File: src/rtl/fetch_pkg.sv
// Shared types and constants for the instruction-fetch stage.
// Field positions follow the 32-bit instruction encoding.
package fetch_pkg;

    typedef enum logic [1:0] {
        REQ  = 2'd0,
        WAIT = 2'd1,
        EXEC = 2'd2
    } fetch_state_e;

    localparam int COND_HI  = 31;
    localparam int COND_LO  = 28;
    localparam int OP_HI    = 27;
    localparam int OP_LO    = 26;
    localparam int FUNCT_HI = 25;
    localparam int FUNCT_LO = 20;
    localparam int RN_HI    = 19;
    localparam int RN_LO    = 16;
    localparam int RD_HI    = 15;
    localparam int RD_LO    = 12;
    localparam int SRC2_HI  = 11;
    localparam int SRC2_LO  = 0;

    localparam logic [31:0] DEFAULT_RESET_PC = 32'h0000_0000;
    localparam logic [31:0] PC_STEP          = 32'd4;
    localparam logic [31:0] PC_R15_OFFSET    = 32'd8;

endpackage

File: src/rtl/fetch_unit.sv
// Instruction fetch: owns the PC, fetches one word per instruction
// and holds it in the instruction register for one execute cycle.
module fetch_unit
    import fetch_pkg::*;
#(
    parameter logic [31:0] RESET_PC = DEFAULT_RESET_PC
) (
    input  logic        clk,
    input  logic        rst_n,
    output logic        imem_req_valid,
    input  logic        imem_req_ready,
    output logic [31:0] imem_addr,
    input  logic        imem_rsp_valid,
    input  logic [31:0] imem_rsp_data,
    input  logic        pc_src,
    input  logic [31:0] pc_target,
    input  logic        stall,
    output logic        exec_valid,
    output logic [31:0] instr,
    output logic [3:0]  cond,
    output logic [1:0]  op,
    output logic [5:0]  funct,
    output logic [3:0]  rn,
    output logic [3:0]  rd,
    output logic [11:0] src2,
    output logic [31:0] pc_plus8,
    output logic        misalign
);

    fetch_state_e state_q, state_d;
    logic [31:0]  pc_q, pc_d;
    logic [31:0]  instr_q, instr_d;
    logic         misalign_q, misalign_d;

    // State register; reset aborts any fetch in flight.
    always_ff @(posedge clk or negedge rst_n) begin
        if (!rst_n) begin
            state_q    <= REQ;
            pc_q       <= RESET_PC;
            instr_q    <= '0;
            misalign_q <= 1'b0;
        end else begin
            state_q    <= state_d;
            pc_q       <= pc_d;
            instr_q    <= instr_d;
            misalign_q <= misalign_d;
        end
    end

    // Next-state logic: request, await response, execute, advance PC.
    always_comb begin
        state_d    = state_q;
        pc_d       = pc_q;
        instr_d    = instr_q;
        misalign_d = misalign_q;
        unique case (state_q)
            REQ: begin
                if (imem_req_ready) begin
                    state_d = WAIT;
                end
            end
            WAIT: begin
                if (imem_rsp_valid) begin
                    instr_d = imem_rsp_data;
                    state_d = EXEC;
                end
            end
            EXEC: begin
                if (!stall) begin
                    state_d = REQ;
                    if (pc_src) begin
                        pc_d = pc_target & ~32'h3;
                        if (pc_target[1:0] != 2'b00) begin
                            misalign_d = 1'b1;
                        end
                    end else begin
                        pc_d = pc_q + PC_STEP;
                    end
                end
            end
            default: begin
                state_d = REQ;
            end
        endcase
    end

    // Request is gated by reset so it drops the moment reset asserts.
    assign imem_req_valid = rst_n && (state_q == REQ);
    assign imem_addr      = pc_q;
    assign exec_valid     = (state_q == EXEC);
    assign instr          = instr_q;
    assign misalign       = misalign_q;
    assign pc_plus8       = pc_q + PC_R15_OFFSET;

    assign cond  = instr_q[COND_HI:COND_LO];
    assign op    = instr_q[OP_HI:OP_LO];
    assign funct = instr_q[FUNCT_HI:FUNCT_LO];
    assign rn    = instr_q[RN_HI:RN_LO];
    assign rd    = instr_q[RD_HI:RD_LO];
    assign src2  = instr_q[SRC2_HI:SRC2_LO];

endmodule

File: config.mk
export PLATFORM = sky130hd
export DESIGN_NAME = fetch_unit
export DESIGN_NICKNAME = d
export VERILOG_FILES = /design/src/rtl/fetch_pkg.sv /design/src/rtl/fetch_unit.sv
export SDC_FILE = /design/constraint.sdc
export NUM_CORES = 1
export LEC_CHECK = 0
export ABC_AREA = 1
export CORE_MARGIN = 5
export CORE_UTILIZATION = 47
export CTS_BUF_LIST = sky130_fd_sc_hd__clkbuf_4 sky130_fd_sc_hd__clkbuf_8
export DETAILED_ROUTE_END_ITERATION = 12
export GPL_TIMING_DRIVEN = 0
export MAX_ROUTING_LAYER = met4
export PLACE_DENSITY = 0.89
export SYNTH_ARGS = -nofsm -noshare
export SYNTH_HDL_FRONTEND = slang
export SYNTH_SLANG_ARGS = --single-unit
File: constraint.sdc
create_clock -name clk -period 5.2 [get_ports clk]
set_clock_uncertainty 0.2 [all_clocks]
set_input_delay 1.04 -clock clk [delete_from_list [all_inputs] [get_ports clk]]
set_output_delay 1.04 -clock clk [all_outputs]
set_load 0.01 [all_outputs]
==> reports/qor.yml <==
outcome: "complete, no violations"
grt_pass1_vias: 4750
peakVddDrop_v: 0.0003742
fmax_mhz: 253.8
fin_crit_sh_pct: 75.76
hold_ws_ns: 0.2681
crit_arrival_ns: 2.70
critPathCaptureType: "output port"
gp_congestion: 0.9751
path_class: "reg -> out"
grt_pass1_wl_mm: 24.51
tightestPinTransition_ns: 0.8688
antenna_found_initial: 0
synth.cell_area_sq_mm: 0.004429
hold_viol: 0
cts_buffers: 9
ys_warn_count: 0
firstDrtPassIters: 6
cp-start-kind: "register"
fin_crit_ns: 3.940
vias_per_cell: 5.238
grt_max_degree: 67
path_max_fanout: 6
fin_area_sq_mm: 0.006758
cts-root-buf: "clkbuf_8"
antenna_cells: 0
reg2reg_slack_ns: 3.05
ys.flop_type: "dfrtp_1"
die_w_microns: 107.1
syn_to_final_growth_pct: 52.57
ys_types: 35
p_leak_nw: 2.949
std_cell_rows: 35
synth_cells: 577
async_flop_share_pct: 100.0
final_common_cell: "clkdlybuf4s50_1"
rsz0062_at_grt: "no"
required_ns: 3.96
dieArea_sq_mm: 0.01147
cts_sinks: 65
overflow: 0
cap_violations: 0
wl_mm: 15.91
core-area_sq_mm: 0.009196
seq_area_frac_synth_pct: 36.72
dp.cells: 887
synth-seq-cells: 65
final_cell_mix: "clkdlybuf4s50_1 (195), nand2_1 (145), nor2_1 (74)"
cts_tree: "built"
wl_per_cell_microns: 17.62
drive_gt1_share_pct: 17.30
insertion_delay_ns: 0.35
stdcell_count: 903
dpl_cell_area_sq_mm: 0.006539
start_util_pct: 48.16
drc: 0
chipHeight_microns: 107.1
holdCritPathClass: "reg -> reg"
io_buffers: 196
clkTransAtPathRegs_ns: 0.08
ios: 201
vias: 4730
slew_violations: 0
ctsResizeCount: 0
syn_area_per_cell_sq_um: 7.676
htree_levels: 3
setup_violations: 0
grt_usage_pct: 28.15
cts_max_path_buffers: 2
max-slew-margin-rel_pct: 42.08
drt-initial-drc-count: 395
hpwl_mm: 12.35
ant_nets: 0
hold_buffers: 0
nets: 859
post-cts-setup-buffers: 0
power_density_mw_per_mm2: 591.0
synth_edf_count: 0
[path summary, 6_finish.rpt]
kind                                     startpoint                        end  cells past startpoint
min                          state_q[1]$_DFFE_PN0P_     state_q[0]$_DFFE_PN0P_                      1
max                        imem_addr[4]$_DFFE_PN0P_               pc_plus8[31]                      8
min reg2reg                  state_q[1]$_DFFE_PN0P_     state_q[0]$_DFFE_PN0P_                      1
min in group asynchronous                     rst_n      instr[12]$_DFFE_PN0P_                      1
max in group asynchronous                     rst_n  imem_addr[10]$_DFFE_PN0P_                      1
max reg2reg                imem_addr[2]$_DFFE_PN0P_  imem_addr[26]$_DFFE_PN0P_                     10
[worst max-delay path, stage by stage (launching register included)]
cell             delay, ns
dfrtp_1               0.47
ha_1                  0.27
inv_1                 0.15
nor2_4                0.16
nand2_2               0.16
nor2_1                0.22
nand2_1               0.13
xor2_1                0.19
clkdlybuf4s50_1       0.60
[power breakdown]
part           leakage [nW]  switching, mW  internal, mW
clock                 0.106          0.211         0.280
sequential            0.774          0.342         0.755
combinational          2.07           1.05          1.36
total                  2.95           1.60          2.39
[Yosys cell counts (3+ instances only)]
cell	instances	area, sq um
nand2_1	145	544.3
nor2_1	74	277.8
dfrtp_1	65	1627
inv_1	48	180.2
buf_4	38	285.3
nand3_1	36	180.2
mux2_2	32	360.4
xor2_1	27	236.5
o21ai_0	22	110.1
nor2_2	14	87.58
a21oi_1	11	55.05
nand2_2	11	68.82
nor2_4	10	112.6
clkbuf_1	8	30.03
buf_2	5	25.02
nand4_1	3	18.77
nor3_2	3	30.03
o21bai_1	3	22.52
[logic make-up after synthesis]
group	count (synthesis)	synth area share, %
AOI/OAI and AO/OA	45	5.706
xor gates and xnor gates	28	5.537
adders and majority gates	2	0.5649
buffers and inverters	102	12.01
DFF	65	36.72
muxes	32	8.136
other	1	0.08466
and+or+nand+nor	302	31.24
[routing by layer]
metal | GRT usage (%) | vias up | wire [microns]
met5 | - | - | 0
met4 | 11.69 | 0 | 494
met3 | 4.696 | 50 | 1294
met2 | 47.86 | 275 | 8174
met1 | 33.08 | 2209 | 5947
li1 | - | 2196 | -
[through the flow]
step | util (%) | setup WS (ns) | power, mW | TNS, ns
finish | 73.48 | 1.260 | 3.994 | 0
global route | 73.48 | 1.222 | 4.205 | 0
CTS | 73.48 | 1.331 | 3.999 | 0
detailed placement | 71.10 | 1.411 | 3.491 | 0
global placement | 71.13 | -0.5898 | 3.413 | -0.5898
floorplan | - | 2.481 | 2.152 | 0
[flip-flops by register name, summed over array words and instances, names as in the netlist]
register / cells
imem_addr: 30
misalign: 1
instr: 32
state_q: 2
[cell type report]
cell class	instances	area, sq um
fillers	707	2439
well taps	111	138.9
clock inverters	5	80.08
plain buffers	52	344.1
repair buffers	196	1959
flip-flops and latches	65	1627
clock buffers	11	138.9
multi-input cells	413	2282
inverters	50	187.7
Power figures use the tool's default switching activity.
